File: src/rtl/pid_ctrl_param.sv
// Pipelined PID steering controller with integrator anti-windup, a configurable
// derivative look-back depth, and a forward-speed mix stage feeding the motor
// PWM drivers. Results appear two clocks after each accepted error sample.
module pid_ctrl_param #(
  parameter int ERR_W   = 11,
  parameter int P_COEFF = 2,
  parameter int D_COEFF = -8,
  parameter int D_DEPTH = 2,
  parameter int I_W     = 16,
  parameter int I_SHIFT = 4,
  parameter int SPD_W   = 12
) (
  input  logic             clk,
  input  logic             rst_n,
  input  logic             go,
  input  logic             err_vld,
  input  logic [15:0]      error,
  input  logic [10:0]      frwrd_spd,
  output logic [SPD_W-1:0] lft_spd,
  output logic [SPD_W-1:0] rgt_spd,
  output logic             out_vld
);

  localparam int ERR_MAX = (2 ** (ERR_W - 1)) - 1;
  localparam int ERR_MIN = -(2 ** (ERR_W - 1));
  localparam int SPD_MAX = (2 ** (SPD_W - 1)) - 1;
  localparam int SPD_MIN = -(2 ** (SPD_W - 1));

  // Clamp the raw sensor error into the working error range
  function automatic logic signed [ERR_W-1:0] satErr(input logic signed [15:0] x);
    if (x > ERR_MAX)      return ERR_W'(ERR_MAX);
    else if (x < ERR_MIN) return ERR_W'(ERR_MIN);
    else                  return ERR_W'(x);
  endfunction

  // Clamp to the 15-bit signed range shared by the P, I and D terms
  function automatic logic signed [14:0] sat15(input int x);
    if (x > 16383)       return 15'sh3FFF;
    else if (x < -16384) return 15'sh4000;
    else                 return 15'(x);
  endfunction

  // Clamp the derivative difference to 8-bit signed before scaling
  function automatic logic signed [7:0] sat8(input int x);
    if (x > 127)       return 8'sh7F;
    else if (x < -128) return 8'sh80;
    else               return 8'(x);
  endfunction

  // Clamp a mixed motor speed to the output width
  function automatic logic signed [SPD_W-1:0] satSpd(input int x);
    if (x > SPD_MAX)      return SPD_W'(SPD_MAX);
    else if (x < SPD_MIN) return SPD_W'(SPD_MIN);
    else                  return SPD_W'(x);
  endfunction

  logic signed [ERR_W-1:0] w_errSat;
  logic signed [14:0]      w_pTerm;
  logic signed [I_W-1:0]   w_errExt;
  logic signed [I_W-1:0]   w_accSum;
  logic                    w_accOvf;
  logic signed [I_W-1:0]   w_accNext;
  logic signed [I_W-1:0]   w_iShift;
  logic signed [14:0]      w_iTerm;
  logic signed [7:0]       w_dDiff;
  logic signed [14:0]      w_dTerm;
  logic signed [14:0]      w_sum15;
  logic signed [11:0]      w_pid;
  logic signed [SPD_W-1:0] w_lft;
  logic signed [SPD_W-1:0] w_rgt;

  logic signed [I_W-1:0]   r_acc;
  logic signed [ERR_W-1:0] r_hist [D_DEPTH];
  logic signed [14:0]      r_p;
  logic signed [14:0]      r_i;
  logic signed [14:0]      r_d;
  logic                    r_v1;
  logic [SPD_W-1:0]        r_lft;
  logic [SPD_W-1:0]        r_rgt;
  logic                    r_outVld;

  assign w_errSat = satErr(error);
  assign w_pTerm  = sat15(int'(w_errSat) * P_COEFF);

  // A sum of two same-signed operands that flips sign has wrapped; hold instead
  assign w_errExt  = I_W'(w_errSat);
  assign w_accSum  = r_acc + w_errExt;
  assign w_accOvf  = (r_acc[I_W-1] == w_errExt[I_W-1]) && (w_accSum[I_W-1] != r_acc[I_W-1]);
  assign w_accNext = w_accOvf ? r_acc : w_accSum;
  assign w_iShift  = w_accNext >>> I_SHIFT;
  assign w_iTerm   = 15'(w_iShift);

  assign w_dDiff = sat8(int'(w_errSat) - int'(r_hist[D_DEPTH-1]));
  assign w_dTerm = 15'(int'(w_dDiff) * D_COEFF);

  assign w_sum15 = sat15(int'(r_p) + int'(r_i) + int'(r_d));
  assign w_pid   = 12'(w_sum15 >>> 3);
  assign w_lft   = satSpd($signed({21'b0, frwrd_spd}) + int'(w_pid));
  assign w_rgt   = satSpd($signed({21'b0, frwrd_spd}) - int'(w_pid));

  assign lft_spd = r_lft;
  assign rgt_spd = r_rgt;
  assign out_vld = r_outVld;

  // Integrator accumulates accepted samples and is emptied whenever go is low
  always_ff @(posedge clk or negedge rst_n) begin
    if (!rst_n)
      r_acc <= '0;
    else if (!go)
      r_acc <= '0;
    else if (err_vld)
      r_acc <= w_accNext;
  end

  // Error history advances on every valid sample, independent of go
  always_ff @(posedge clk or negedge rst_n) begin
    if (!rst_n) begin
      for (int k = 0; k < D_DEPTH; k++) r_hist[k] <= '0;
    end else if (err_vld) begin
      r_hist[0] <= w_errSat;
      for (int k = 1; k < D_DEPTH; k++) r_hist[k] <= r_hist[k-1];
    end
  end

  // Stage 1 captures the three terms; only samples taken while enabled advance
  always_ff @(posedge clk or negedge rst_n) begin
    if (!rst_n) begin
      r_p  <= '0;
      r_i  <= '0;
      r_d  <= '0;
      r_v1 <= 1'b0;
    end else begin
      r_v1 <= err_vld & go;
      if (err_vld) begin
        r_p <= w_pTerm;
        r_i <= w_iTerm;
        r_d <= w_dTerm;
      end
    end
  end

  // Stage 2 mixes with forward speed; disabling zeroes speeds and drops results
  always_ff @(posedge clk or negedge rst_n) begin
    if (!rst_n) begin
      r_lft    <= '0;
      r_rgt    <= '0;
      r_outVld <= 1'b0;
    end else if (!go) begin
      r_lft    <= '0;
      r_rgt    <= '0;
      r_outVld <= 1'b0;
    end else begin
      r_outVld <= r_v1;
      if (r_v1) begin
        r_lft <= w_lft;
        r_rgt <= w_rgt;
      end
    end
  end

endmodule

File: config.mk
export PLATFORM = sky130hd
export DESIGN_NAME = pid_ctrl_param
export DESIGN_NICKNAME = d
export VERILOG_FILES = /design/src/rtl/pid_ctrl_param.sv
export SDC_FILE = /design/constraint.sdc
export NUM_CORES = 1
export LEC_CHECK = 0
export ABC_CLOCK_PERIOD_IN_PS = 15130
export CORE_MARGIN = 3
export CORE_UTILIZATION = 45
export CTS_BUF_LIST = sky130_fd_sc_hd__clkbuf_4 sky130_fd_sc_hd__clkbuf_8 sky130_fd_sc_hd__clkbuf_16
export DETAILED_ROUTE_END_ITERATION = 10
export DONT_BUFFER_PORTS = 1
export HOLD_SLACK_MARGIN = 0.02
export PLACE_DENSITY = 0.66
export REMOVE_ABC_BUFFERS = 1
export SYNTH_ARGS = -nofsm -noshare
export SYNTH_HDL_FRONTEND = slang
export SYNTH_SLANG_ARGS = --single-unit
File: constraint.sdc
create_clock -name clk -period 15.13 [get_ports clk]
set_input_delay 2.2695 -clock clk [delete_from_list [all_inputs] [get_ports clk]]
set_output_delay 2.2695 -clock clk [all_outputs]
set_load 0.05 [all_outputs]
==> results.md <==
- Outcome: complete, no violations
- Area growth, synth to finish: 6.14%
- Commonest non-fill, non-tap cell in the layout: dfrtp_1
- First-pass GRT wire length: approximately 29 mm
- Reg2reg path depth: 22
- RSZ-0062 raised after global routing: no
- Skew-Pair Late Insertion Delay: 0.35 ns
- Share of cells above drive strength 1: 0.0818
- Initial DRT Pass Iterations: 5
- Final Hold Vio Count: 0
- Cell Area, Synth: between 7000 and 8000 sq um
- Worst setup SP type: input port
- Slew at the pin with the worst max-slew slack: about 0.94 ns
- Max_cap viols: 0
- CP Data Arrival Time: between 7 and 8 ns
- DP Wirelength: approximately 13 mm
- Synth Flop Type: dfrtp_1
- Iteration-0 DRC Markers: approximately 280
- Clock Pin Slew Worst Setup and Hold Paths: ~0.070 ns
- Num CTS Buffers: 9
- Min Clock Period, post-route: about 7.0 ns
- Placed inst area: approximately 7400 sq um
- Leading area contributor after synthesis: dfrtp_1
- TNS Setup: 0 ns
- Crit path from: error[10]
- Filler instances: 1447
- Most frequent cells in the layout: dfrtp_1 (87), nand2_1 (70), ha_1 (66), nor2_1 (56), o21ai_0 (52)
- Max-slew violations: 0
- Seq. cell area: 2180 sq um
- Syn_area_per_cell: roughly 9.1 sq um
- Critical R2R Launch: r_hist[13]
- Buffers from clock root to sink, at most: 2
- Vias in the first global route: roughly 5900
- Async SR Flop Fraction: 1.00
- Synth Instances: about 800
- Number of vias per cell: about 5.8
- Largest net degree at the start of global routing: approximately 90
- Post-layout instance area: 7700 sq um
- Hold Path Class: reg2reg
- Starting Density: 0.469
- Rel. slew slack: 0.370
- Global Route Usage Sum: 0.200
- Width of the die: approximately 130 um
- CTS Root Buffer Type: clkbuf_16
- Wirelength, routed: between 15 and 20 mm
- Rows: 45
- # diodes: 0
- CP required: approximately 15 ns
- Synth Warn #: 0
- Critical path class: in2reg
- Vias: between 5000 and 6000
- Area of the multi-input gates: ~4800 sq um
- Yosys reg bits: 87
- Fin nets: 892
- Num ports: between 50 and 60
- Post-CTS Setup Repair Bufs: 0
- I/O Buffers: 0
- Final hold slack: about 0.51 ns
- CP Max Fanout: 25
- CTS H-tree depth: 3
- Initial antenna violation count: 0
- Number of synthesized flops with an enable pin: 0
- TritonCTS clock tree: done
- Crit share post-route: 0.465
- Routability cong.: roughly 0.9
- Global route total overflow: 0
- DRT antenna net count: 0
- Fmax: approximately 140 MHz
- Synth cell types: ~80
- Post-CTS Resized: 0
- Register area share after synthesis: 0.300
- Worst setup EP type: flip-flop
- Worst reg2reg path endpoint: rgt_spd[4]
- Die extent in y: around 130 um
- Total core area: approximately 15000 sq um
- Die area: about 18000 sq um
- Setup Skew: 0.00832 ns
- DRC: 0
- Yosys top cell area share: 0.300
- Wire per inst: about 17 um
- Clock sink count: slightly below 90
- Top cells by area, synth: dfrtp_1 (30%), ha_1 (11%), fa_1 (5.0%)
- Reg-to-reg slack, setup: between 8 and 9 ns
- Final setup fails: 0
- CP endpoint: r_acc[9]
- Hold Buf Count CTS: 0
- Hold Path Stages: 2
through the flow:
step / setup WS [ns] / utilization / std cells
global placement: 8.06 / 0.477 / 977
floorplan: 8.47 / - / 765
global route: 7.59 / 0.497 / 993
detailed placement: 7.78 / 0.477 / 977
finish: 8.09 / 0.497 / 993
CTS: 8.16 / 0.497 / 993
per-layer routing:
layer | wire length (um) | track usage | vias up
met5 | 0 | 0 | -
met3 | 1030 | 0.0506 | 35
met2 | 8280 | 0.348 | 151
li1 | - | - | 2827
met4 | 507 | 0.0751 | 0
met1 | 7320 | 0.236 | 2712
state kept, by name, summed over array words and instances (netlist names):
name	count
r_i	11
r_acc	16
r_hist	21
out_vld	1
r_v1	1
lft_spd	12
rgt_spd	12
r_d	12
r_p	1
cells in the mapped netlist (all sizes together) (12+ instances only):
master / number
nor2: 56
inv: 45
o21ai: 62
nand2: 70
xor2: 20
o21a: 31
ha: 66
nand2b: 12
a21o: 12
nor3: 17
dfrtp: 87
a21oi: 54
clkbuf: 23
mux2: 13
and2: 19
xnor2: 32
fa: 18
area by class of cell:
class | instances | share of cell area
clock buffers | 9 | 0.0292
clock inverters | 7 | 0.0119
inverters | 45 | 0.0219
multi-input cells | 633 | 0.619
flip-flops and latches | 87 | 0.283
well taps | 211 | 0.0343
repair buffers | 1 | 0.000975
cell families (layout without fill, tap and decap cells):
| logic type | after synthesis | in the layout | synth area share |
|---|---|---|---|
| AO/OA/AOI/OAI | 252 | 252 | 0.246 |
| AND/OR/NAND/NOR | 222 | 222 | 0.149 |
| flip-flops | 87 | 87 | 0.300 |
| adder cells (fa/ha/maj) | 84 | 84 | 0.164 |
| buffers and inverters | 75 | 62 | 0.0429 |
| XOR/XNOR | 52 | 52 | 0.0649 |
| multiplexers | 22 | 22 | 0.0326 |
| other | 1 | 1 | 0.000517 |
worst min path at each step:
stage	from	endpoint
detailed placement	r_hist[13]	r_hist[2]
floorplan	r_hist[13]	r_hist[2]
CTS	r_hist[13]	r_hist[2]
global route	r_i[10]	r_i[10]
global placement	r_hist[13]	r_hist[2]
finish	r_hist[13]	r_hist[2]
worst max-delay path, cell delays in order:
cell      delay [ns]
nor3_1          0.03
a21oi_1         0.56
o21a_1          0.32
ha_1            0.28
a211oi_1        0.30
o21a_1          0.21
o31ai_1         0.11
o211a_1         0.27
a31oi_1         0.28
o21ai_0         0.17
fa_1            0.47
or3_1           0.35
o21ai_1         0.51
inv_2           0.15
nand2_1         0.61
o21ai_0         0.20
and2_1          0.20
Power is left out: the tool's default activity adds up to more than one toggle a clock period on the data nets, which glitch-free logic cannot reach.
